<file path="config.mk">
export PLATFORM = sky130hd
export DESIGN_NAME = instr_fetch
export DESIGN_NICKNAME = d
export VERILOG_FILES = /design/src/rtl/instr_fetch.sv
export SDC_FILE = /design/constraint.sdc
export NUM_CORES = 1
export LEC_CHECK = 0
export BUFFER_PORTS_ARGS = -buffer_cell sky130_fd_sc_hd__buf_2
export CAP_MARGIN = 10
export CORE_ASPECT_RATIO = 1.2
export CORE_MARGIN = 2
export CORE_UTILIZATION = 45
export CTS_CLUSTER_SIZE = 8
export DETAILED_ROUTE_END_ITERATION = 7
export PLACE_DENSITY = 0.66
export REMOVE_ABC_BUFFERS = 1
export SYNTH_ARGS = -nofsm -noshare
export SYNTH_HDL_FRONTEND = slang
export SYNTH_SLANG_ARGS = --single-unit
</file>
<file path="constraint.sdc">
create_clock -name Clock -period 3.1 [get_ports Clock]
set_input_delay 0.155 -clock Clock [delete_from_list [all_inputs] [get_ports Clock]]
set_output_delay 0.155 -clock Clock [all_outputs]
set_load 0.02 [all_outputs]
</file>
<file path="src/rtl/instr_fetch.sv">
// Instruction fetch sequencer for the proc datapath: reads words from a
// synchronous-read memory, issues each one with a Run strobe and waits for Done.
module instr_fetch #(
  parameter int          ADDR_W  = 8,
  parameter int          TIMEOUT = 8,
  parameter logic [2:0]  HALT_OP = 3'b111
) (
  input  logic              Clock,
  input  logic              Resetn,
  input  logic              Go,
  input  logic              Stop,
  output logic [ADDR_W-1:0] mem_addr,
  input  logic [15:0]       mem_data,
  output logic [15:0]       DIN,
  output logic              Run,
  input  logic              Done,
  output logic [ADDR_W-1:0] pc,
  output logic [15:0]       instr_count,
  output logic              Halted,
  output logic              Fault
);

  localparam logic [2:0] IDLE  = 3'd0;
  localparam logic [2:0] FETCH = 3'd1;
  localparam logic [2:0] LATCH = 3'd2;
  localparam logic [2:0] ISSUE = 3'd3;
  localparam logic [2:0] EXEC  = 3'd4;
  localparam logic [2:0] HALT  = 3'd5;

  localparam int WD_W = $clog2(TIMEOUT) + 1;

  logic [2:0]      state;
  logic            stop_pending;
  logic [WD_W-1:0] watchdog;
  logic            parked;
  logic            start;
  logic            wd_expired;
  logic            to_idle;

  assign parked     = (state == IDLE) || (state == HALT);
  assign start      = parked && Go && !Stop;
  assign wd_expired = (watchdog == WD_W'(TIMEOUT - 1));
  assign to_idle    = ((state == FETCH) && stop_pending) ||
                      ((state == EXEC) && Done && (stop_pending || Stop));

  assign mem_addr = pc;
  assign Run      = (state == ISSUE);
  assign Halted   = (state == HALT);

  always_ff @(posedge Clock or negedge Resetn) begin
    if (!Resetn) begin
      state       <= IDLE;
      pc          <= '0;
      DIN         <= '0;
      instr_count <= '0;
      Fault       <= 1'b0;
      watchdog    <= '0;
    end else begin
      case (state)
        IDLE, HALT: begin
          if (start) begin
            pc          <= '0;
            instr_count <= '0;
            Fault       <= 1'b0;
            state       <= FETCH;
          end
        end
        FETCH: state <= stop_pending ? IDLE : LATCH;
        // A halt word is latched into DIN but never issued or retired.
        LATCH: begin
          DIN   <= mem_data;
          state <= (mem_data[15:13] == HALT_OP) ? HALT : ISSUE;
        end
        ISSUE: begin
          watchdog <= '0;
          state    <= EXEC;
        end
        EXEC: begin
          watchdog <= watchdog + 1'b1;
          if (Done) begin
            pc <= pc + 1'b1;
            if (instr_count != 16'hFFFF)
              instr_count <= instr_count + 1'b1;
            state <= (stop_pending || Stop) ? IDLE : FETCH;
          end else if (wd_expired) begin
            Fault <= 1'b1;
            state <= HALT;
          end
        end
        default: state <= IDLE;
      endcase
    end
  end

  // Stop is remembered until the next instruction boundary; parked states drop it.
  always_ff @(posedge Clock or negedge Resetn) begin
    if (!Resetn)
      stop_pending <= 1'b0;
    else if (parked || to_idle)
      stop_pending <= 1'b0;
    else if (Stop)
      stop_pending <= 1'b1;
  end

endmodule

</file>
==> qor.csv, run 1 <==
metric,value,unit
status,"finished, final reports clean",
ff2ff_path_depth,4,
critPathTopFamily,simple AND/OR/NAND/NOR gates,
cts_resized,0,
slew_violations,0,
initial_core_util,46.1,%
post_drt_wl_per_cell,14.8,um
r2r_setup_slack,1.01,ns
p_leak,1.44,nW
grt_util_met1,24.4,%
ys_seq_area_share,47.5,%
cts_sinks,49,
dr.pass1.iters,4,
p_per_area,768,nW/um2
reg2reg_from,state[0]$_DFFE_PN0P_,
initialDrtViolationCount,128,
synth_warnings,0,
synth_ff_type,dfrtp_1,
async_reset_ff_share,100,%
setup_viol,0,
final_common_cell,buf_2,
worstReg2RegEnd,instr_count[4]$_DFFE_PN0P_,
total_power,2.29,mW
ant_nets,0,
synth_edf_count,0,
drc_errors,0,
path_depth,4,
grt_pass1_vias,2075,
grt_pass1_wl,9360,um
layout-drive-gt1-share,35.5,%
synth-seq-cells,49,
timing.final.crit_share,67.5,%
grt.total_usage,18.4,%
die_w,73.1,um
final_util,53.2,%
clock.fmax,478,MHz
worst-path-buf-inv,0,
fill_cells,504,
rows,30,
path_cells,"nor3b_4, and2_1, a41oi_2, a31oi_1",
clkLatencyLatePin,0.30,ns
fin_setup_tns,0,ns
clock_skew,0.00680,ns
dpl.hpwl,3900,um
final_cell_mix,"buf_2, dfrtp_1, a31oi_1",
die_area,6360,um2
antenna_found_initial,0,
irDropWorstVdd,0.355,mV
cp.required,3.32,ns
routed_wl,5510,um
numPortBuffers,71,
insertedDiodeCount,0,
htreeDepth,2,
cts_buffers,5,
area_growth,15.4,%
grt_util_met2,30.5,%
clk_pin_slew,0.09,ns
worst_slew_pin_slew,1.08,ns
met3_usage,3.24,%
yosysUniqueCellTypes,53,
hold_buffers,0,
ios,72,
crit_fanout,16,
place_congestion,0.826,
critPathKind,flop to flop,
start_kind,flop,
grt_max_degree,50,
maxCapViolCount,0,
finalCriticalPeriod,2.09,ns
slowest_stage,and2_1,
coreArea,5590,um2
syn_inst,246,
arrival,2.31,ns
layout.nets,330,
syn_area,2580,um2
rsz0062_at_grt,false,
vias_per_cell,5.75,
vias,2132,
busiest_layer,met2,
critPathCaptureType,flop,
grt_overflow,0,
hold_viol,0,
fp.dieH,86.9,um
timing.hold.ws,0.0587,ns
slew_headroom,28.0,%
cts-root-buf,clkbuf_8,
cts_tree,built,
syn_avg_cell_area,10.5,um2
post-cts-setup-buffers,0,
slowest_delay,0.63,ns
hp-class,input pin to async pin,
cts_max_path_buffers,2,
report_power, final:
group	total, mW	switching [mW]	internal (mW)
sequential	1.00	0.182	0.818
clock	0.360	0.204	0.156
combinational	0.926	0.539	0.386
cells in the mapped netlist (2+ instances only):
master / number / share of area (%)
o21ai_1: 4 / 0.78
nand2b_1: 5 / 1.2
o21a_1: 3 / 0.87
nor4_1: 5 / 1.2
buf_4: 10 / 2.9
ha_1: 3 / 1.5
mux2_2: 16 / 7.0
o22a_1: 2 / 0.68
and2_1: 3 / 0.73
nor2_1: 13 / 1.9
clkbuf_1: 3 / 0.44
nand4_1: 8 / 1.9
mux2i_1: 2 / 0.78
inv_1: 4 / 0.58
nand3_1: 6 / 1.2
nand2_1: 18 / 2.6
nor2b_1: 2 / 0.48
a31oi_1: 19 / 4.6
a22o_1: 2 / 0.68
buf_2: 4 / 0.78
a21oi_1: 7 / 1.4
o21ai_0: 17 / 3.3
and3_1: 5 / 1.2
nor3_1: 3 / 0.58
and3b_1: 2 / 0.68
buf_6: 3 / 1.3
nor2_2: 2 / 0.48
xor2_1: 2 / 0.68
dfrtp_1: 49 / 48
per-layer routing:
| layer | share of wire [%] | vias up | routed length, um |
|---|---|---|---|
| li1 | - | 1021 | - |
| met1 | 46 | 1038 | 2550 |
| met2 | 47 | 68 | 2610 |
| met3 | 5.5 | 5 | 305 |
| met4 | 0.64 | 0 | 35 |
| met5 | 0 | - | 0 |
worst max-delay path by stage:
stage / start / end / slack, ns
floorplan: state[0]$_DFFE_PN0P_ / instr_count[1]$_DFFE_PN0P_ / 1.25
global placement: state[2]$_DFFE_PN0P_ / instr_count[4]$_DFFE_PN0P_ / 1.11
detailed placement: state[0]$_DFFE_PN0P_ / instr_count[7]$_DFFE_PN0P_ / 1.0
CTS: state[0]$_DFFE_PN0P_ / instr_count[5]$_DFFE_PN0P_ / 1.0
global route: state[2]$_DFFE_PN0P_ / instr_count[9]$_DFFE_PN0P_ / 0.80
finish: state[0]$_DFFE_PN0P_ / instr_count[4]$_DFFE_PN0P_ / 1.01
worst register-to-register path: cells and delay by family, from the launching register on:
family | cells | cell delay (ns)
simple gates | 2 | 1.09
compound gates | 2 | 0.37
flops | 1 | 0.57
registers in the layout (all words and copies together) (netlist names):
signal	count
state	3
instr_count	16
watchdog	4
mem_addr	8
Fault	1
stop_pending	1
DIN	16
cell families (layout without fill, tap and decap cells):
family / Yosys count / after routing / synth area share, %
flip-flops: 49 / 49 / 47.5
adder cells (fa/ha/maj): 3 / 3 / 1.46
XOR/XNOR: 2 / 2 / 0.679
AO/OA/AOI/OAI: 64 / 64 / 15.9
multiplexers: 18 / 18 / 7.76
AND/OR/NAND/NOR: 86 / 86 / 20.7
buffers and inverters: 24 / 85 / 6.01
metrics by stage:
step	setup WS [ns]	area, um2	std cells
6_report	1.01	2980	371
5_1_grt	0.799	2980	371
4_1_cts	0.999	2980	371
3_5_place_dp	0.997	2890	363
3_3_place_gp	1.11	2890	363
2_1_floorplan	1.25	2440	226
area by class of cell:
class / count / area [um2] / area share, %
Sequential cell: 49 / 1230 / 41.2
Multi-Input combinational cell: 173 / 1200 / 40.3
Timing Repair Buffer: 73 / 370 / 12.4
Tap cell: 64 / 80.1 / 2.69
Clock buffer: 5 / 68.8 / 2.31
Clock inverter: 3 / 17.5 / 0.588
Inverter: 4 / 15.0 / 0.504
No activity file was read; power rests on OpenSTA's default activity.
==> run 2: changes to the inputs <==
--- a/config.mk
+++ b/config.mk
@@ -12,7 +12,7 @@
 export CORE_UTILIZATION = 45
 export CTS_CLUSTER_SIZE = 8
 export DETAILED_ROUTE_END_ITERATION = 7
-export PLACE_DENSITY = 0.66
+export PLACE_DENSITY = 0.69
 export REMOVE_ABC_BUFFERS = 1
 export SYNTH_ARGS = -nofsm -noshare
 export SYNTH_HDL_FRONTEND = slang
==> constraint.sdc (replaced) <==
create_clock -name Clock -period 1.7 [get_ports Clock]
set_input_delay 0.085 -clock Clock [delete_from_list [all_inputs] [get_ports Clock]]
set_output_delay 0.085 -clock Clock [all_outputs]
set_load 0.02 [all_outputs]
==> qor.csv, run 2 (synthesis gave the netlist of run 1 again) <==
metric,value,unit
status,"finished, final reports clean",
clock_skew,0.0134,ns
rows,30,
layout.nets,373,
drc_errors,0,
die_area,6360,um2
setup_viol,0,
initialDrtViolationCount,155,
arrival,1.91,ns
stdcell_count,414,
top_layer_used,met4,
grt.total_usage,19.9,%
hp-class,input pin to flop,
p_leak,1.67,nW
place_congestion,0.860,
vias,2317,
dr.pass1.iters,4,
post_drt_wl_per_cell,15.0,um
critPathCaptureType,flop,
ios,72,
final_common_cell,buf_2,
layout-drive-gt1-share,42.6,%
initial_core_util,46.1,%
fp.dieH,86.9,um
routed_wl,6210,um
grt_pass1_vias,2103,
crit_fanout,8,
cts_buffers,5,
hold_viol,0,
multi_input_area,1220,um2
route.met2.wl,3040,um
cts-root-buf,clkbuf_8,
path_cells,"buf_4, and3b_1, o31ai_4, or4b_1, nand3_1",
numPortBuffers,71,
clk_pin_slew,0.10,ns
worst_slew_pin_slew,0.340,ns
cp.required,1.95,ns
vias_per_cell,5.60,
grt_overflow,0,
cts_tree,built,
maxCapViolCount,0,
fill_cells,480,
rsz0062_at_grt,true,
slew_headroom,77.1,%
cts_sinks,49,
start_kind,flop,
dpl.hpwl,4440,um
clkLatencyLatePin,0.31,ns
worst-path-buf-inv,1,
ant_nets,0,
p_per_area,1370,nW/um2
grt_pass1_wl,9990,um
seq_area,1230,um2
final_cell_mix,"buf_2, dfrtp_1, buf_4",
antenna_found_initial,0,
wl_met1,2710,um
critPathTopFamily,simple AND/OR/NAND/NOR gates,
area_growth,31.3,%
timing.final.crit_share,97.5,%
clock.fmax,604,MHz
finalCriticalPeriod,1.66,ns
htreeDepth,2,
slowest_delay,0.53,ns
slowest_stage,or4b_1,
insertedDiodeCount,0,
irDropWorstVdd,0.590,mV
grt_max_degree,50,
coreArea,5590,um2
critPathKind,flop to flop,
die_w,73.1,um
placed_cells,398,
slew_violations,0,
final_util,60.6,%
cts_max_path_buffers,2,
routed-wl-met3,393,um
==> run 2: cell types whose count changed in the layout (fill, tap and decap cells not counted), moves of 2 or more <==
cell	before	now
dlygate4sd3_1	0	7
buf_4	2	35
buf_12	0	3
clkinv_2	2	0
==> run 2: layout make-up <==
type / count / share of cell area, %
timing repair buffer: 116 / 22.1
clock inverter: 3 / 0.739
clock buffer: 5 / 2.03
tap: 64 / 2.36
multi-input combinational: 173 / 36.2
inverter: 4 / 0.443
sequential: 49 / 36.2
==> run 2: power by group <==
part	internal, mW	switching, mW	leakage, nW	total, mW
clock network	0.298	0.431	0.0447	0.729
logic	0.994	1.18	0.984	2.18
registers	1.49	0.232	0.641	1.73
total	2.79	1.85	1.67	4.63
==> run 2: metrics by stage <==
stage	hold WS, ns	area (um2)	setup WS, ns	power [mW]	setup TNS [ns]
2_1_floorplan	-0.211	2440	-0.153	2.96	-1.98
3_3_place_gp	0.0956	3190	0.0807	3.82	0
3_5_place_dp	0.0907	3190	0.0685	3.88	0
4_1_cts	0.000585	3330	0.0507	4.62	0
5_1_grt	0.00172	3390	-0.00550	4.94	-0.00665
6_report	0.00298	3390	0.0431	4.63	0
==> run 2: repair_timing <==
action	4_1_cts	5_1_grt
hold buffers	5	2
buffers inserted	0	1
hold endpoints to repair	53	2
resized for setup	0	5
endpoints found under the setup margin	0	6
==> run 2: path summary, 6_finish.rpt <==
kind	to	slack, ns	depth (start not counted)	start
min in group asynchronous	DIN[14]$_DFFE_PN0P_	0.29	3	Resetn
min reg2reg	watchdog[3]$_DFFE_PN0P_	0.49	1	watchdog[3]$_DFFE_PN0P_
max reg2reg	instr_count[6]$_DFFE_PN0P_	0.04	5	state[0]$_DFFE_PN0P_
max in group asynchronous	instr_count[4]$_DFFE_PN0P_	1.17	3	Resetn
min	DIN[9]$_DFFE_PN0P_	0.003	2	mem_data[9]
max	instr_count[6]$_DFFE_PN0P_	0.04	5	state[0]$_DFFE_PN0P_
==> run 2: routing by layer <==
| layer | vias up | GRT usage [%] |
|---|---|---|
| met4 | 0 | 5.39 |
| met1 | 1109 | 26.0 |
| met2 | 81 | 33.7 |
| met5 | - | 0 |
| met3 | 8 | 3.82 |
| li1 | 1119 | - |
==> run 2: worst reg2reg max path: cells and delay by family, from the launching register on <==
| kind | cells | cell delay, ns |
|---|---|---|
| compound gates | 1 | 0.09 |
| buf+inv | 1 | 0.18 |
| flops | 1 | 0.44 |
| simple gates | 3 | 0.89 |
==> run 3: changes to the inputs <==
==> constraint.sdc (replaced) <==
create_clock -name Clock -period 1.7 [get_ports Clock]
set_input_delay 0.34 -clock Clock [delete_from_list [all_inputs] [get_ports Clock]]
set_output_delay 0.34 -clock Clock [all_outputs]
set_load 0.02 [all_outputs]
==> qor.csv, run 3 (synthesis gave the netlist of run 1 again) <==
metric,value,unit
clk_pin_slew,0.10,ns
dr.pass1.iters,4,
layout-drive-gt1-share,42.6,%
vias,2245,
drc_errors,0,
cts_sinks,49,
insertedDiodeCount,0,
die_w,73.1,um
final_common_cell,buf_2,
layout.nets,363,
coreArea,5590,um2
fill_cells,502,
fp.dieH,86.9,um
slew_headroom,70.6,%
initialDrtViolationCount,127,
start_kind,flop,
hp-class,input pin to flop,
final_cell_mix,"buf_2, dfrtp_1, buf_4",
ios,72,
cts_tree,built,
clock_skew,0.00633,ns
r2r_setup_slack,0.05,ns
clock.fmax,607,MHz
grt_pass1_wl,9500,um
cts_buffers,5,
place_congestion,0.907,
worst_slew_pin_slew,0.437,ns
rows,30,
post_drt_wl_per_cell,14.5,um
cp.required,1.90,ns
htreeDepth,2,
grt.total_usage,18.8,%
irDropWorstVdd,0.477,mV
status,"finished, final reports clean",
setup_viol,0,
cts_max_path_buffers,2,
critPathKind,flop to flop,
seq_area,1230,um2
numPortBuffers,71,
place_area,3170,um2
dpl.hpwl,4300,um
area_growth,27.4,%
grt_pass1_vias,1943,
cts-root-buf,clkbuf_8,
routed_wl,5870,um
slew_violations,0,
finalCriticalPeriod,1.65,ns
crit_fanout,12,
initial_core_util,46.1,%
maxCapViolCount,0,
grt_max_degree,34,
antenna_found_initial,0,
grt_overflow,0,
total_power,4.50,mW
clkLatencyLatePin,0.30,ns
p_per_area,1370,nW/um2
final_area,3290,um2
timing.final.crit_share,96.8,%
hold_viol,0,
ant_nets,0,
arrival,1.85,ns
critPathCaptureType,flop,
ff2ff_path_depth,6,
min_path_cells,2,
post-cts-setup-buffers,0,
p_leak,1.61,nW
multi_input_area,1210,um2
die_area,6360,um2
vias_per_cell,5.56,
-- run 3: timing repair --
item	4_1_cts	5_1_grt
hold buffers	1	0
setup endpoints to repair	0	4
hold endpoints to repair	16	0
resized for setup	0	5
-- run 3: worst max-delay path, cell delays in order, from the launching register on --
cell     delay, ns
dfrtp_1       0.43
buf_6         0.16
and3b_1       0.18
o31ai_2       0.30
buf_4         0.25
nor2b_1       0.06
o22a_1        0.17
-- run 3: per-stage QoR --
stage               util, %  std cells  setup TNS (ns)  setup slack, ns  hold WS (ns)
floorplan                 -        226           -1.98           -0.153        0.0444
global placement       56.6        395               0           0.0822         0.294
finish                 58.8        404               0           0.0538         0.265
CTS                    58.5        404               0           0.0265         0.257
global route           58.8        404         -0.0143          -0.0143         0.248
detailed placement     56.6        395               0           0.0257         0.297
-- run 3: final timing paths --
check,end,from
min,DIN[3]$_DFFE_PN0P_,mem_data[3]
max reg2reg,instr_count[15]$_DFFE_PN0P_,state[2]$_DFFE_PN0P_
max in group asynchronous,state[0]$_DFFE_PN0P_,Resetn
min in group asynchronous,DIN[15]$_DFFE_PN0P_,Resetn
max,instr_count[15]$_DFFE_PN0P_,state[2]$_DFFE_PN0P_
min reg2reg,watchdog[3]$_DFFE_PN0P_,watchdog[3]$_DFFE_PN0P_
-- run 3: per-layer routing --
metal  GRT usage, %  share of wire [%]  up-vias
li1               -                  -     1092
met1           26.7                 46     1063
met2           30.0                 48       85
met3           3.36                5.9        5
met4           4.04               0.80        0
met5              0                  0        -
-- run 3: cell type report --
class / count / share of cell area, %
clock buffer: 5 / 2.09
clock inverter: 3 / 0.685
inverter: 4 / 0.457
multi-input combinational: 173 / 36.8
sequential: 49 / 37.4
tap: 64 / 2.44
timing repair buffer: 106 / 20.1
-- run 3: where the power goes --
group          total [mW]  switching, mW  leakage, nW  internal, mW
combinational        2.06           1.14        0.934         0.923
sequential           1.74          0.244        0.638          1.50
clock               0.694          0.404       0.0364         0.289
